`config.mk`:
```
export PLATFORM = sky130hd
export DESIGN_NAME = fetch_unit
export DESIGN_NICKNAME = d
export VERILOG_FILES = /design/src/rtl/riscv_pkg.sv /design/src/rtl/fetch_queue.sv /design/src/rtl/fetch_unit_checker.sv /design/src/rtl/fetch_unit.sv
export SDC_FILE = /design/constraint.sdc
export NUM_CORES = 1
export LEC_CHECK = 0
export ABC_AREA = 1
export BUFFER_PORTS_ARGS = -buffer_cell sky130_fd_sc_hd__buf_4
export CORE_AREA = 4 4 174 176
export DETAILED_ROUTE_END_ITERATION = 12
export DIE_AREA = 0 0 178 180
export PLACE_DENSITY_LB_ADDON = 0.05
export SLEW_MARGIN = 0
export SYNTH_ARGS = -nofsm -noshare
export SYNTH_HDL_FRONTEND = slang
export SYNTH_SLANG_ARGS = --single-unit
```
`constraint.sdc`:
```
create_clock -name clk -period 5.3 [get_ports clk]
set_clock_uncertainty 0.05 [all_clocks]
set_input_delay 0.265 -clock clk [delete_from_list [all_inputs] [get_ports clk]]
set_output_delay 0.265 -clock clk [all_outputs]
set_load 0.03 [all_outputs]
```
`src/rtl/riscv_pkg.sv`:
```
// Shared definitions for the RISC-V front end: fetch step, canonical NOP and
// the {pc, inst} entry layout held by the instruction queue.
package riscv_pkg;

    localparam int unsigned XLEN_DEFAULT = 32;
    localparam logic [31:0] PC_STEP      = 32'd4;
    localparam logic [31:0] INST_NOP     = 32'h0000_0013;

    typedef struct packed {
        logic [31:0] pc;
        logic [31:0] inst;
    } fetch_entry_t;

endpackage

```
`src/rtl/fetch_queue.sv`:
```
// Synchronous FIFO holding fetched {pc, inst} entries. Flush wins over
// push/pop; a push into a full queue is accepted only alongside a pop.
module fetch_queue #(
    parameter  int unsigned WIDTH = 64,
    parameter  int unsigned DEPTH = 4,
    localparam int unsigned CW    = $clog2(DEPTH + 1)
) (
    input  logic             clk,
    input  logic             reset,
    input  logic             push,
    input  logic [WIDTH-1:0] push_data,
    input  logic             pop,
    input  logic             flush,
    output logic [WIDTH-1:0] head_data,
    output logic             empty,
    output logic             full,
    output logic [CW-1:0]    count
);

    localparam int unsigned AW = $clog2(DEPTH);

    logic [WIDTH-1:0] mem_r [DEPTH];
    logic [AW-1:0]    wr_ptr_r;
    logic [AW-1:0]    rd_ptr_r;
    logic [CW-1:0]    count_r;
    logic             pop_s;
    logic             push_s;

    // Qualify pop/push so occupancy never under- or overflows.
    always_comb begin
        pop_s  = 1'b0;
        push_s = 1'b0;
        if (pop && (count_r != '0)) begin
            pop_s = 1'b1;
        end else begin
            pop_s = 1'b0;
        end
        if (push && ((count_r != CW'(DEPTH)) || pop_s)) begin
            push_s = 1'b1;
        end else begin
            push_s = 1'b0;
        end
    end

    // Pointer and occupancy registers; pointers wrap naturally (DEPTH is 2^n).
    always_ff @(posedge clk) begin
        if (reset || flush) begin
            wr_ptr_r <= '0;
            rd_ptr_r <= '0;
            count_r  <= '0;
        end else begin
            if (push_s) begin
                wr_ptr_r <= wr_ptr_r + AW'(1);
            end
            if (pop_s) begin
                rd_ptr_r <= rd_ptr_r + AW'(1);
            end
            case ({push_s, pop_s})
                2'b10:   count_r <= count_r + CW'(1);
                2'b01:   count_r <= count_r - CW'(1);
                default: count_r <= count_r;
            endcase
        end
    end

    // Entry storage; contents are don't-care while the queue is empty.
    always_ff @(posedge clk) begin
        if (push_s && !flush && !reset) begin
            mem_r[wr_ptr_r] <= push_data;
        end
    end

    assign head_data = mem_r[rd_ptr_r];
    assign empty     = (count_r == '0);
    assign full      = (count_r == CW'(DEPTH));
    assign count     = count_r;

endmodule

```
`src/rtl/fetch_unit_checker.sv`:
```
// Protocol checks for the fetch front end: no orphan responses, credit bound
// honoured, and the queue is never pushed while full without a pop.
module fetch_unit_checker #(
    parameter  int unsigned DEPTH = 4,
    localparam int unsigned CW    = $clog2(DEPTH + 1)
) (
    input logic          clk,
    input logic          reset,
    input logic          imem_rsp_valid,
    input logic [CW-1:0] outstanding,
    input logic [CW-1:0] queue_count,
    input logic          push,
    input logic          full,
    input logic          pop
);

    // Sample invariants on every active edge outside reset.
    always_ff @(posedge clk) begin
        if (!reset) begin
            assert (!(imem_rsp_valid && (outstanding == '0)));
            assert (({1'b0, queue_count} + {1'b0, outstanding}) <= (CW + 1)'(DEPTH));
            assert (!(push && full && !pop));
        end
    end

endmodule

```
`src/rtl/fetch_unit.sv`:
```
// Instruction-fetch stage: PC generation, credit-limited in-order requests to
// instruction memory, response drop after redirect, and a decode-side queue.
module fetch_unit
    import riscv_pkg::*;
#(
    parameter  int unsigned     XLEN     = 32,
    parameter  int unsigned     DEPTH    = 4,
    parameter  logic [XLEN-1:0] RESET_PC = 32'h0000_0000,
    localparam int unsigned     CW       = $clog2(DEPTH + 1)
) (
    input  logic            clk,
    input  logic            reset,
    output logic            imem_req_valid,
    input  logic            imem_ready,
    output logic [XLEN-1:0] imem_addr,
    input  logic            imem_rsp_valid,
    input  logic [XLEN-1:0] imem_rdata,
    output logic            inst_valid,
    input  logic            inst_ready,
    output logic [XLEN-1:0] inst,
    output logic [XLEN-1:0] inst_pc,
    input  logic            redirect_valid,
    input  logic [XLEN-1:0] redirect_pc,
    output logic [CW-1:0]   queue_count
);

    localparam int unsigned     OW   = CW + 1;
    localparam logic [XLEN-1:0] STEP = XLEN'(PC_STEP);

    logic [XLEN-1:0]   fetch_pc_r;
    logic [XLEN-1:0]   fetch_pc_n;
    logic [XLEN-1:0]   rsp_pc_r;
    logic [XLEN-1:0]   rsp_pc_n;
    logic [CW-1:0]     outstanding_r;
    logic [CW-1:0]     outstanding_n;
    logic [CW-1:0]     drop_cnt_r;
    logic [CW-1:0]     drop_cnt_n;

    logic [CW-1:0]     q_count_s;
    logic              q_empty_s;
    logic              q_full_s;
    logic [2*XLEN-1:0] q_head_s;
    logic [XLEN-1:0]   redirect_base_s;
    logic [CW-1:0]     after_rsp_s;
    logic              req_valid_s;
    logic              issue_s;
    logic              rsp_keep_s;
    logic              pop_s;

    assign redirect_base_s = redirect_pc & ~XLEN'(3);
    assign after_rsp_s     = outstanding_r - CW'(imem_rsp_valid);

    // Handshake qualifiers: credit check, kept responses and decode pops.
    always_comb begin
        req_valid_s = !reset && !redirect_valid &&
                      (({1'b0, q_count_s} + {1'b0, outstanding_r}) < OW'(DEPTH));
        issue_s     = req_valid_s && imem_ready;
        rsp_keep_s  = imem_rsp_valid && !redirect_valid && (drop_cnt_r == '0);
        pop_s       = !q_empty_s && inst_ready && !redirect_valid;
    end

    // Next-state for PCs and credit/drop counters; redirect overrides all.
    always_comb begin
        fetch_pc_n    = fetch_pc_r;
        rsp_pc_n      = rsp_pc_r;
        outstanding_n = outstanding_r;
        drop_cnt_n    = drop_cnt_r;
        if (redirect_valid) begin
            fetch_pc_n    = redirect_base_s;
            rsp_pc_n      = redirect_base_s;
            outstanding_n = after_rsp_s;
            drop_cnt_n    = after_rsp_s;
        end else begin
            if (issue_s) begin
                fetch_pc_n = fetch_pc_r + STEP;
            end else begin
                fetch_pc_n = fetch_pc_r;
            end
            if (rsp_keep_s) begin
                rsp_pc_n = rsp_pc_r + STEP;
            end else begin
                rsp_pc_n = rsp_pc_r;
            end
            if (imem_rsp_valid && (drop_cnt_r != '0)) begin
                drop_cnt_n = drop_cnt_r - CW'(1);
            end else begin
                drop_cnt_n = drop_cnt_r;
            end
            outstanding_n = outstanding_r + CW'(issue_s) - CW'(imem_rsp_valid);
        end
    end

    // PC and counter registers.
    always_ff @(posedge clk) begin
        if (reset) begin
            fetch_pc_r    <= RESET_PC;
            rsp_pc_r      <= RESET_PC;
            outstanding_r <= '0;
            drop_cnt_r    <= '0;
        end else begin
            fetch_pc_r    <= fetch_pc_n;
            rsp_pc_r      <= rsp_pc_n;
            outstanding_r <= outstanding_n;
            drop_cnt_r    <= drop_cnt_n;
        end
    end

    fetch_queue #(
        .WIDTH (2 * XLEN),
        .DEPTH (DEPTH)
    ) u_queue (
        .clk       (clk),
        .reset     (reset),
        .push      (rsp_keep_s),
        .push_data ({rsp_pc_r, imem_rdata}),
        .pop       (pop_s),
        .flush     (redirect_valid),
        .head_data (q_head_s),
        .empty     (q_empty_s),
        .full      (q_full_s),
        .count     (q_count_s)
    );

    fetch_unit_checker #(
        .DEPTH (DEPTH)
    ) u_checker (
        .clk            (clk),
        .reset          (reset),
        .imem_rsp_valid (imem_rsp_valid),
        .outstanding    (outstanding_r),
        .queue_count    (q_count_s),
        .push           (rsp_keep_s),
        .full           (q_full_s),
        .pop            (pop_s)
    );

    assign imem_req_valid = req_valid_s;
    assign imem_addr      = fetch_pc_r;
    assign inst_valid     = !q_empty_s;
    assign inst           = q_head_s[XLEN-1:0];
    assign inst_pc        = q_head_s[2*XLEN-1:XLEN];
    assign queue_count    = q_count_s;

endmodule
```
# Word-level counts from Yosys, hierarchy flattened
# Memory sizes are Yosys's and may differ from the RTL's. A register that Yosys moved wholly into a read port is not among the register bits.
# Index checks and enable logic that the tools add are counted.
[op_classes] add_sub_neg=11 multipliers=0 div_mod_pow=0 order_cmp=1 n_eq_ne=3 shift=0 mux=14 bitwise_logic=0 n_reduce_logical=26
[ops] operator="$mux 32" n=4
[ops] operator="$add 32x3->32 const B" n=2
[ops] operator="$logic_and 1x1->1" n=12
[ops] operator="$mux 3" n=3
[ops] operator="$reduce_bool 2->1" n=4
[ops] operator="$logic_not 3->1" n=2
[ops] operator="$pmux 3 s2" n=1
[ops] operator="$reduce_bool 3->1" n=2
[ops] operator="$sub 3x1->3" n=2
[ops] operator="$sub 3x1->3 const B" n=2
[ops] operator="$add 2x1->2 const B" n=2
[ops] operator="$add 3x3->4" n=1
[ops] operator="$lt 4x3->1 const B" n=1
[ops] operator="$mux 1" n=4
[ops] operator="$mux 2" n=2
[ops] operator="$add 3x1->3" n=1
[ops] operator="$add 3x1->3 const B" n=1
[ops] operator="$logic_not 1->1" n=3
[ops] operator="$ne 3x3->1 const B" n=1
[ops] operator="$eq 2x1->1 const B" n=1
[ops] operator="$eq 2x2->1 const B" n=1
[ops] operator="$logic_or 1x1->1" n=2
[ops] operator="$reduce_or 2->1" n=1
[totals] reg_bits=77 latchBits=0 ram_bits=256 mem_bits_ro=0 out_inout_bits=101 wordCells=65 n_memories=1
[memory_table] memory="u_queue.mem_r" words=4 width=64 rd=1 rd_clocked_by_memory_dff=1 write_ports=1 line_no="fetch_queue.sv:22" rtl="logic [WIDTH-1:0] mem_r [DEPTH];"

# Longest topological paths before layout
# Gate-level depths: netlist (run 1).
[depth] word_depth=13 ltp_mapped=12

# By module
# Synthesis (run 1) repeated with hierarchy kept, for this count alone.
[unflattened] cells_unflattened=1457 hier_area_um2=14595.2
[by_module_without_submodules] module="fetch_queue" n_inst=1 cells_per_inst=687 area_per_inst_um2=9975.8 seq_area_each_um2=7867.5
[by_module_without_submodules] module="fetch_unit" n_inst=1 cells_per_inst=770 area_per_inst_um2=4619.4 seq_area_each_um2=1321.3

# Worst setup path after synthesis (run 1)
# Ideal clock, no wire load.
[synth_path] path_type="reg-to-reg" startpoint="register u_queue.count_r[0], in the netlist u_queue.count[0]" endpoint="memory u_queue.mem_r[0][0], enable pin" setup_ns=0.482 t_arrival_ns=4.029 setup_slack_ns=0.738 stages_incl_launch_ff=7 n_path_buf=0 cell_sequence="dfxtp_1 > inv_1 > nand3_1 > nand3_1 > nand4_1 > nand3_1 > nor2_1"
[synth_between] elab_chain_cells=13 word_cells_on_any_way=15 cone_classes="eq/ne: 1; mux: 4; reduce/logical: 10"
[synth_rtl] element="from (decl)" line_no="fetch_queue.sv:25" rtl="logic [CW-1:0] count_r;"
[synth_rtl] element="from (signal assigned)" line_no="fetch_queue.sv:59" rtl="2'b10: count_r <= count_r + CW'(1);"
[synth_rtl] element="from (signal assigned)" line_no="fetch_queue.sv:60" rtl="2'b01: count_r <= count_r - CW'(1);"
[synth_rtl] element="from (signal assigned)" line_no="fetch_queue.sv:61" rtl="default: count_r <= count_r;"
[synth_rtl] element="$logic_not 3->1" line_no="fetch_queue.sv:74" rtl="assign empty = (count_r == '0);"
[synth_rtl] element="$logic_not 1->1"
[synth_rtl] element="named net inst_valid" line_no="fetch_unit.sv:18" rtl="output logic inst_valid,"
[synth_rtl] element="$logic_and 1x1->1 (2 in a row)" line_no="fetch_unit.sv:59" rtl="pop_s = !q_empty_s && inst_ready && !redirect_valid;"
[synth_rtl] element="$logic_and 1x1->1" line_no="fetch_queue.sv:33" rtl="if (pop && (count_r != '0)) begin"
[synth_rtl] element="$mux 1" line_no="fetch_queue.sv:33"
[synth_rtl] element="$logic_or 1x1->1" line_no="fetch_queue.sv:38" rtl="if (push && ((count_r != CW'(DEPTH)) || pop_s)) begin"
[synth_rtl] element="$logic_and 1x1->1" line_no="fetch_queue.sv:38"
[synth_rtl] element="$mux 1" line_no="fetch_queue.sv:38"
[synth_rtl] element="$logic_and 1x1->1 (2 in a row)" line_no="fetch_queue.sv:68" rtl="if (push_s && !flush && !reset) begin"
[synth_rtl] element="$mux 1" line_no="fetch_queue.sv:68"
[synth_rtl] element="$mux 1 (not written as such)" line_no="fetch_queue.sv:69" rtl="mem_r[wr_ptr_r] <= push_data;"
[synth_rtl] element="to (decl)" line_no="fetch_queue.sv:22"
# The timed path passes the listed nets, and every way through them passes these cells.

# Final worst setup path (run 1)
[layout_path] startpoint="register drop_cnt_r[0]" endpoint="memory u_queue.mem_r[3][19], enable pin"
[layout_between] elab_chain_cells=8
[layout_rtl] element="from (decl)" line_no="fetch_unit.sv:36" rtl="logic [CW-1:0] drop_cnt_r;"
[layout_rtl] element="from (signal assigned)" line_no="fetch_unit.sv:104" rtl="drop_cnt_r <= drop_cnt_n;"
[layout_rtl] element="$logic_not 3->1" line_no="fetch_unit.sv:58" rtl="rsp_keep_s = imem_rsp_valid && !redirect_valid && (drop_cnt_r == '0);"
[layout_rtl] element="$logic_and 1x1->1" line_no="fetch_unit.sv:58"
[layout_rtl] element="$logic_and 1x1->1" line_no="fetch_queue.sv:38"
[layout_rtl] element="$mux 1" line_no="fetch_queue.sv:38"
[layout_rtl] element="$logic_and 1x1->1 (2 in a row)" line_no="fetch_queue.sv:68"
[layout_rtl] element="$mux 1" line_no="fetch_queue.sv:68"
[layout_rtl] element="$mux 1 (not written as such)" line_no="fetch_queue.sv:69"
# No other way between the ends.

==> flow_summary_export.csv, run 1 <==
group,metric,value,unit
sta,post-route-period-util,0.669,
die,num_io_pins,171,
route,post_drt_wl_per_cell,17.2,um
die,start_util,0.495,
layout,stdcell_count,2040,
die,die_x,178,um
global_routing,grt_overflow_total,0,
die,die_h,180,um
sta,hold_violations,0,
synth,seq_area_frac_synth,0.631,
layout,most-common-layout-cells,"nand2_1, edfxtp_1, nor2_1, o21ai_0, buf_4",
critical_path,reg2reg_to,"u_queue.mem_r[3][19]$_DFFE_PP_",
clock_network,cts_buffers,34,
global_routing,grt_pass1_wl,55.5,mm
clock_network,cts_setup_buffers,0,
worst_hold_path,min_path_cells,3,
synth,netlist-cell-type-count,38,
critical_path,critPathRequiredTime,5.40,ns
critical_path,critPathMaxFanout,24,
clock_network,cts_buffer_depth,3,
worst_hold_path,min_to,"imem_addr[29]$_SDFFE_PP0P_",
clock_network,cts_tree,"built",
synth,yosys_warnings,0,
die,coreArea,28600,um^2
status,status,"finished, final reports clean",
synth,synth.largest_area_cell,"edfxtp_1",
die,row_count,62,
clock_network,clock-sinks,323,
clock_network,clkLatencyLatePin,0.49,ns
route,routed_wl,35.0,mm
sta,slew_violations,0,
route,drt_first_pass_iters,5,
synth,synth_top_area_frac,0.525,
critical_path,ff2ff_setup_slack,1.75,ns
sta,whs,0.0283,ns
clock_network,clk_pin_slew_worst_paths,0.06,ns
power_and_ir_drop,total_power,5.52,mW
critical_path,arrival,3.65,ns
job,maxCapViolations,0,
clock_network,cts-root-buf,"clkbuf_16",
critical_path,critical_path_class,"reg -> reg",
route,avgViaCountPerCell,5.33,
global_routing,grtUsageTotal,0.215,
global_routing,grt_pass1_vias,10400,
placement,place_congestion,0.888,
power_and_ir_drop,p_leak,6.44,nW
die,dieArea,32000,um^2
placement,place_area,15700,um^2
sta,fin_setup_tns,0,ns
synth,synth-seq-cells,323,
layout,drive_above_1_share,0.150,
synth,yosys-top-cells-area,"edfxtp_1, dfxtp_1, nand2_1",
sta,tightest_slew,0.962,ns
synth,syn_avg_cell_area,9.85,um^2
sta,clock.fmax,282,MHz
placement,port_buffers,164,
worst_hold_path,holdCritPathClass,"in -> reg",
power_and_ir_drop,ir_worst_vdd,0.000171,V
synth,syn_inst,1440,
critical_path,r2r_cells,7,
route,detail_route.iter0.violations,627,
layout,fin_area,17200,um^2
placement,dp.cells,1939,
sta,min_period,3.55,ns
critical_path,regToRegStartpoint,"drop_cnt_r[0]$_SDFFE_PP0P_",
route,ant_nets,0,
route,drc,0,
sta,setup_viol,0,
power_and_ir_drop,p_per_area,321,nW/um^2
critical_path,start_kind,"flop",
sta,rsz0062_at_grt,"false",
placement,hpwl,22.6,mm
layout,diodes,0,
layout,nNetsFinal,1718,
layout,layout_commonest_cell,"nand2_1",
worst_hold_path,hp-start,"redirect_pc[29]",
global_routing,grt_max_degree,75,
clock_network,h-tree-depth,2,
critical_path,end_kind,"flop",
sta,relSlewSlack,0.359,
global_routing,antenna_found_initial,0,
synth,syn_area,14200,um^2
layout,area_growth,21.0,%
route,vias,10900,
## synth_stat cells
cell type and instances:
a211oi_1 1, a21oi_1 59, a22o_1 2, a31oi_1 10, buf_1 1, buf_2 12
buf_4 8, buf_6 3, clkbuf_1 43, conb_1 1, dfxtp_1 75, edfxtp_1 248
fa_1 2, ha_1 14, inv_1 104, inv_2 2, nand2_1 254, nand2_2 2
nand2_4 2, nand3_1 72, nand3_2 1, nand3b_1 9, nand4_1 3, nor2_1 229
nor2_2 4, nor2_4 4, nor2_8 1, nor3_1 5, o211ai_1 1, o21ai_0 180
o21ai_1 2, o21bai_1 6, o22ai_1 65, o311ai_0 1, or2_2 1, or3_1 1
xnor2_1 4, xor2_1 8
## metal layers
metal	vias up	wire [um]	GRT usage
li1	5361	-	-
met1	5150	15300	0.290
met2	314	16900	0.361
met3	50	2010	0.0345
met4	0	775	0.0597
met5	-	0	0
## cells by family (layout without fill, tap and decap cells)
family	count (synthesis)	in the layout	synth area share
simple gates	588	588	0.171
flops	323	323	0.631
other cells	1	4	0.000264
xor+xnor	12	12	0.00741
fa+ha+maj	16	16	0.0152
buf+inv	173	386	0.0505
compound gates	327	327	0.124
## critical path, stage by stage (launching register included)
cell     delay (ns)
dfxtp_1        0.30
inv_1          0.09
ha_1           0.19
nand3_2        0.22
nor2_2         0.69
nand3_1        0.47
nor2_4         0.69
buf_4          0.47
## state kept, by name (all words and copies together) (netlist names), named ones only
signal / cells
u_queue.mem_r: 248
u_queue.wr_ptr_r: 2
u_queue.rd_ptr_r: 2
rsp_pc_r: 30
imem_addr: 30
drop_cnt_r: 3
outstanding_r: 3
u_queue.count: 3
## worst max path at each step
stage                                  startpoint                             end  slack, ns
CTS                    drop_cnt_r[0]$_SDFFE_PP0P_  u_queue.mem_r[3][35]$_DFFE_PP_       1.68
global route           drop_cnt_r[0]$_SDFFE_PP0P_  u_queue.mem_r[3][31]$_DFFE_PP_       1.45
detailed placement     drop_cnt_r[0]$_SDFFE_PP0P_  u_queue.mem_r[3][10]$_DFFE_PP_       1.70
finish                 drop_cnt_r[0]$_SDFFE_PP0P_  u_queue.mem_r[3][19]$_DFFE_PP_       1.75
global placement       drop_cnt_r[0]$_SDFFE_PP0P_   u_queue.mem_r[3][6]$_DFFE_PP_       1.69
floorplan           u_queue.count[0]$_SDFFE_PP0P_   u_queue.mem_r[0][0]$_DFFE_PP_       0.74
## power by group
part	switching (mW)	total, mW	internal, mW
logic	0.299	0.480	0.181
registers	0.0736	2.87	2.79
clock network	0.916	2.17	1.25
## stage by stage
stage | utilization | setup slack [ns]
2_1_floorplan | - | 0.738
3_3_place_gp | 0.550 | 1.69
3_5_place_dp | 0.550 | 1.70
4_1_cts | 0.600 | 1.68
5_1_grt | 0.600 | 1.45
6_report | 0.600 | 1.75
## timing repair
action	CTS	global route
endpoints found under the hold margin	137	0
resized for setup	0	0
hold buffers	41	0
setup endpoints to repair	0	0
## layout make-up
cell class | count | area, um^2
tap | 384 | 480
timing repair buffer | 220 | 1750
clock buffer | 40 | 895
fill | 2473 | 11500
sequential | 323 | 8950
inverter | 106 | 399
clock inverter | 20 | 121
multi-input combinational | 947 | 4560
No activity file was read; power rests on OpenSTA's default activity.
==> run 2, diff against run 1 <==
--- a/config.mk
+++ b/config.mk
@@ -5,11 +5,11 @@
 export SDC_FILE = /design/constraint.sdc
 export NUM_CORES = 1
 export LEC_CHECK = 0
-export ABC_AREA = 1
+export ABC_AREA = 0
 export BUFFER_PORTS_ARGS = -buffer_cell sky130_fd_sc_hd__buf_4
-export CORE_AREA = 4 4 174 176
+export CORE_AREA = 4 4 169 171
 export DETAILED_ROUTE_END_ITERATION = 12
-export DIE_AREA = 0 0 178 180
+export DIE_AREA = 0 0 173 175
 export PLACE_DENSITY_LB_ADDON = 0.05
 export SLEW_MARGIN = 0
 export SYNTH_ARGS = -nofsm -noshare
==> constraint.sdc (replaced) <==
create_clock -name clk -period 3.2 [get_ports clk]
set_clock_uncertainty 0.05 [all_clocks]
set_input_delay 0.16 -clock clk [delete_from_list [all_inputs] [get_ports clk]]
set_output_delay 0.16 -clock clk [all_outputs]
set_load 0.03 [all_outputs]
==> run 2 against run 1 <==
  * Power increased by 64%
  * Via count decreased by 24%
  * Clock power increased by 68%
  * Die area decreased by 5.5%
  * Wire length decreased by 17%
  * Largest power group unchanged
  * First-iteration DRC count decreased by 3.5%
  * Sequential power increased by 65%
  * Flip-flop and latch count unchanged
  * Combinational power increased by 41%
  * Worst setup slack got worse by 1.4 ns
==> flow_summary_export.csv, run 2 <==
group,metric,value,unit
die,row_count,60,
route,drc,0,
sta,tightest_slew,0.655,ns
route,met3WireLength,1.63,mm
route,detail_route.iter0.violations,605,
sta,fin_setup_tns,0,ns
clock_network,cts_buffers,34,
placement,place_congestion,0.828,
job,maxCapViolations,0,
die,num_io_pins,171,
synth,synth_edf_count,248,
sta,relSlewSlack,0.563,
layout,area_growth,24.2,%
worst_hold_path,holdCritPathClass,"in -> reg",
synth,synth-seq-cells,323,
global_routing,grtUsageTotal,0.191,
sta,slew_violations,0,
status,status,"finished, final reports clean",
synth,syn_inst,847,
synth,yosys-top-cells-area,"edfxtp_1, dfxtp_1, mux4_2",
synth,synth_top_area_frac,0.559,
clock_network,cts-root-buf,"clkbuf_16",
synth,syn_area,13300,um^2
sta,post-route-period-util,0.898,
power_and_ir_drop,p_leak,5.63,nW
layout,most-common-layout-cells,"edfxtp_1, buf_4, dfxtp_1, mux4_2, dlygate4sd3_1",
global_routing,grt_pass1_wl,46.6,mm
power_and_ir_drop,ir_worst_vdd,0.000303,V
synth,ys_async_sr_fraction,0,
critical_path,start_kind,"flop",
global_routing,grt_max_degree,63,
placement,hpwl,18.9,mm
critical_path,arrival,3.21,ns
layout,stdcell_count,1432,
sta,setup_viol,0,
sta,clock.fmax,348,MHz
layout,largest_reg_flops,248,
die,start_util,0.496,
synth,syn_avg_cell_area,15.7,um^2
clock_network,cts_buffer_depth,3,
die,die_h,175,um
route,drt_first_pass_iters,5,
layout,multi_input_area,4100,um^2
critical_path,critical_path_class,"reg -> reg",
route,post_drt_wl_per_cell,20.3,um
synth,yosys_warnings,0,
synth,yosysMostFrequentCell,"edfxtp_1",
power_and_ir_drop,total_power,9.05,mW
sta,rsz0062_at_grt,"false",
clock_network,cts_resized,0,
global_routing,grt_overflow_total,0,
sta,hold_violations,0,
sta,min_period,2.87,ns
route,drt-met1-wl,13.4,mm
placement,dp.cells,1328,
clock_network,clk_pin_slew_worst_paths,0.06,ns
route,vias,8240,
layout,diodes,0,
placement,place_area,15100,um^2
placement,dp_slack,0.330,ns
die,coreArea,26900,um^2
layout,layout_commonest_cell,"edfxtp_1",
placement,port_buffers,164,
critical_path,critPathMaxFanout,8,
layout,drive_above_1_share,0.285,
synth,netlist-cell-type-count,57,
global_routing,grt_pass1_vias,8263,
synth,seq_area_frac_synth,0.672,
layout,nNetsFinal,1152,
layout,largest_register,"u_queue.mem_r",
global_routing,antenna_found_initial,0,
layout,register_area,8950,um^2
synth,synthTopCellsByCount,"edfxtp_1, dfxtp_1, mux4_2, nand2_1, clkbuf_1",
route,wl_met2,13.5,mm
route,top_layer,"met4",
route,ant_nets,0,
clock_network,cts_tree,"built",
clock_network,clkLatencyLatePin,0.49,ns
critical_path,critPathRequiredTime,3.54,ns
clock_network,clock-sinks,323,
sta,setup_ws,0.328,ns
die,die_x,173,um
power_and_ir_drop,p_per_area,547,nW/um^2
route,routed_wl,29.0,mm
die,dieArea,30300,um^2
clock_network,h-tree-depth,2,
route,avgViaCountPerCell,5.75,
critical_path,end_kind,"flop",
synth,synthFlopType,"edfxtp_1",
layout,fin_area,16500,um^2
layout,fillers,2062,
synth,synth.largest_area_cell,"edfxtp_1",
[run 2: path summary, 6_finish.rpt]
| check | from | to | slack [ns] | depth (start not counted) |
|---|---|---|---|---|
| max | u_queue.count[1]$_SDFFE_PP0P_ | outstanding_r[2]$_SDFF_PP0_ | 0.33 | 11 |
| min | redirect_pc[3] | imem_addr[3]$_SDFFE_PP0P_ | 0.02 | 3 |
| max reg2reg | u_queue.count[1]$_SDFFE_PP0P_ | outstanding_r[2]$_SDFF_PP0_ | 0.33 | 11 |
| min reg2reg | u_queue.rd_ptr_r[1]$_SDFFE_PP0P_ | flop | 0.48 | 2 |
[run 2: timing repair]
item,4_1_cts,5_1_grt
endpoints found under the setup margin,0,0
setup buffers,0,0
hold buffers,43,0
endpoints found under the hold margin,150,0
[run 2: area by class of cell]
| cell class | instances | area share |
|---|---|---|
| sequential | 323 | 0.541 |
| clock buffer | 43 | 0.0579 |
| multi-input combinational | 456 | 0.248 |
| inverter | 20 | 0.00454 |
| tap | 341 | 0.0258 |
| timing repair buffer | 231 | 0.118 |
| clock inverter | 18 | 0.00507 |
[run 2: critical path, stage by stage, from the launching register on]
cell      delay, ns
dfxtp_1        0.48
ha_1           0.30
a311oi_2       0.31
nand2_1        0.19
ha_1           0.31
inv_1          0.04
ha_1           0.18
fa_1           0.39
xor2_1         0.15
o21ai_0        0.19
xnor2_1        0.14
nor2_1         0.05
[run 2: stage by stage]
step	utilization	hold WS (ns)
after global routing	0.616	0.0176
after CTS	0.616	0.00818
final	0.616	0.0169
after global placement	0.561	0.314
after floorplan	-	0.209
after detailed placement	0.561	0.316
[run 2: logic make-up after synthesis]
family / share of synthesized area
buf+inv: 0.0221
fa+ha+maj: 0.0162
other cells: 0.000281
compound gates: 0.0797
flops: 0.672
mux: 0.109
xor+xnor: 0.0131
simple gates: 0.0885
[run 2: metal layers]
| metal | vias to the layer above | track usage |
|---|---|---|
| li1 | 3846 | - |
| met1 | 4080 | 0.282 |
| met2 | 276 | 0.299 |
| met3 | 38 | 0.0359 |
| met4 | 0 | 0.0436 |
| met5 | - | 0 |
[run 2: report_power, final]
part	switching [mW]	internal, mW	total (mW)	leakage (nW)
logic	0.367	0.309	0.676	2.23
clock network	1.53	2.12	3.64	0.519
registers	0.119	4.61	4.73	2.88
total	2.01	7.04	9.05	5.63
==> run 3, diff against run 2 <==
--- a/config.mk
+++ b/config.mk
@@ -7,9 +7,9 @@
 export LEC_CHECK = 0
 export ABC_AREA = 0
 export BUFFER_PORTS_ARGS = -buffer_cell sky130_fd_sc_hd__buf_4
-export CORE_AREA = 4 4 169 171
+export CORE_AREA = 4 4 217 198
 export DETAILED_ROUTE_END_ITERATION = 12
-export DIE_AREA = 0 0 173 175
+export DIE_AREA = 0 0 221 202
 export PLACE_DENSITY_LB_ADDON = 0.05
 export SLEW_MARGIN = 0
 export SYNTH_ARGS = -nofsm -noshare
==> run 3 against run 2 <==
  * Worst setup slack gained 0.032 ns
  * Fmax up 1.1%
  * Combinational power grew 3.6%
  * Critical path depth did not move
  * Via count rose by 1.1%
  * Non-clock buffer count grew 10
==> flow_summary_export.csv, run 3 (synthesized netlist as in run 2, its figures left out) <==
group,metric,value,unit
status,status,"finished, final reports clean",
clock_network,clock-sinks,323,
clock_network,cts_setup_buffers,0,
global_routing,grt_overflow_total,0,
clock_network,clkLatencyLatePin,0.54,ns
job,maxCapViolations,0,
die,row_count,70,
die,start_util,0.329,
power_and_ir_drop,p_leak,5.70,nW
layout,diodes,0,
sta,relSlewSlack,0.541,
sta,fin_setup_tns,0,ns
global_routing,grt_max_degree,63,
clock_network,h-tree-depth,2,
placement,port_buffers,164,
route,detail_route.iter0.violations,577,
route,drt_first_pass_iters,6,
route,drc,0,
global_routing,grtUsageTotal,0.149,
route,vias,8331,
power_and_ir_drop,switching_share,0.225,
clock_network,cts_buffer_depth,3,
critical_path,start_kind,"flop",
power_and_ir_drop,ir_worst_vdd,0.000316,V
die,die_x,221,um
worst_hold_path,holdCritPathClass,"in -> reg",
layout,drive_above_1_share,0.283,
die,dieArea,44600,um^2
power_and_ir_drop,clkPwrFrac,0.433,
power_and_ir_drop,switchingPower,2.16,mW
sta,post-route-period-util,0.888,
layout,largest_register,"u_queue.mem_r",
layout,nNetsFinal,1165,
global_routing,antenna_found_initial,0,
sta,whs,0.0198,ns
layout,most-common-layout-cells,"edfxtp_1, buf_4, dfxtp_1, mux4_2, dlygate4sd3_1",
sta,setup_viol,0,
critical_path,arrival,3.21,ns
power_and_ir_drop,power_frac_seq,0.494,
route,avgViaCountPerCell,5.07,
route,ant_nets,0,
sta,slew_violations,0,
route,routed_wl,33.6,mm
global_routing,grt_pass1_wl,52.2,mm
power_and_ir_drop,p_int,7.42,mW
global_routing,grt_pass1_vias,8546,
clock_network,clk_pin_slew_worst_paths,0.06,ns
route,post_drt_wl_per_cell,20.5,um
layout,area_growth,27.9,%
layout,fillers,3754,
clock_network,cts_tree,"built",
die,num_io_pins,171,
clock_network,cts-root-buf,"clkbuf_16",
power_and_ir_drop,total_power,9.58,mW
critical_path,critPathRequiredTime,3.57,ns
critical_path,end_kind,"flop",
power_and_ir_drop,p_comb_frac,0.073,
die,coreArea,40500,um^2
clock_network,cts_buffers,37,
sta,min_period,2.84,ns
placement,place_congestion,0.756,
critical_path,critPathMaxFanout,8,
sta,hold_violations,0,
power_and_ir_drop,p_per_area,562,nW/um^2
die,die_h,202,um
sta,rsz0062_at_grt,"false",
layout,largest_reg_flops,248,
sta,clock.fmax,352,MHz
critical_path,critical_path_class,"reg -> reg",
placement,hpwl,21.3,mm
layout,layout_commonest_cell,"edfxtp_1",
sta,tightest_slew,0.682,ns
## run 3: critical path: stages (launching register included)
cell	delay, ns
dfxtp_1	0.48
ha_1	0.33
nor4b_4	0.25
nand2_1	0.18
ha_1	0.32
inv_1	0.04
ha_1	0.18
fa_1	0.38
xor2_1	0.15
o21ai_0	0.19
xnor2_1	0.14
nor2_1	0.05
## run 3: what timing repair did
action | in CTS | in global routing
gates resized for setup | 0 | 0
endpoints found under the hold margin | 168 | 0
hold buffers | 54 | 0
## run 3: cell type report
class / count / area [um^2] / share of cell area
Clock inverter: 16 / 165 / 0.00969
Timing Repair Buffer: 241 / 2030 / 0.119
Clock buffer: 48 / 1020 / 0.0599
Tap cell: 540 / 676 / 0.0397
Inverter: 20 / 75.1 / 0.00441
Multi-Input combinational cell: 456 / 4110 / 0.241
Sequential cell: 323 / 8960 / 0.526
## run 3: per-stage QoR
stage	setup slack [ns]	cell area, um^2	cells	util
2_1_floorplan	0.120	13300	850	-
3_3_place_gp	0.407	15300	1526	0.378
3_5_place_dp	0.358	15300	1526	0.378
4_1_cts	0.342	17000	1644	0.421
5_1_grt	0.163	17000	1644	0.421
6_report	0.360	17000	1644	0.421
## run 3: routing by layer
layer,track usage,up-vias,wire [um]
met3,0.0325,43,1580
met4,0.0446,0,722
met1,0.217,4201,16300
met5,0,-,0
met2,0.225,201,15000
li1,-,3886,-
## run 3: power groups by stage
| stage | Clock, mW | Sequential (mW) | Combinational [mW] |
|---|---|---|---|
| finish | 4.14 | 4.73 | 0.700 |
| detailed placement | 0 | 4.82 | 0.652 |
| global placement | 0 | 4.82 | 0.649 |
| floorplan | 0 | 4.83 | 0.347 |
| CTS | 4.30 | 4.73 | 0.709 |
| global route | 4.47 | 4.75 | 0.763 |
## run 3: worst paths after layout
check                                         from                           to  slack, ns  cells past startpoint
setup reg to reg     u_queue.count[2]$_SDFFE_PP0P_  outstanding_r[2]$_SDFF_PP0_       0.36                     11
setup / recovery     u_queue.count[2]$_SDFFE_PP0P_  outstanding_r[2]$_SDFF_PP0_       0.36                     11
hold / removal                      redirect_pc[3]    imem_addr[3]$_SDFFE_PP0P_       0.02                      3
hold reg to reg   u_queue.rd_ptr_r[1]$_SDFFE_PP0P_                         flop       0.47                      2
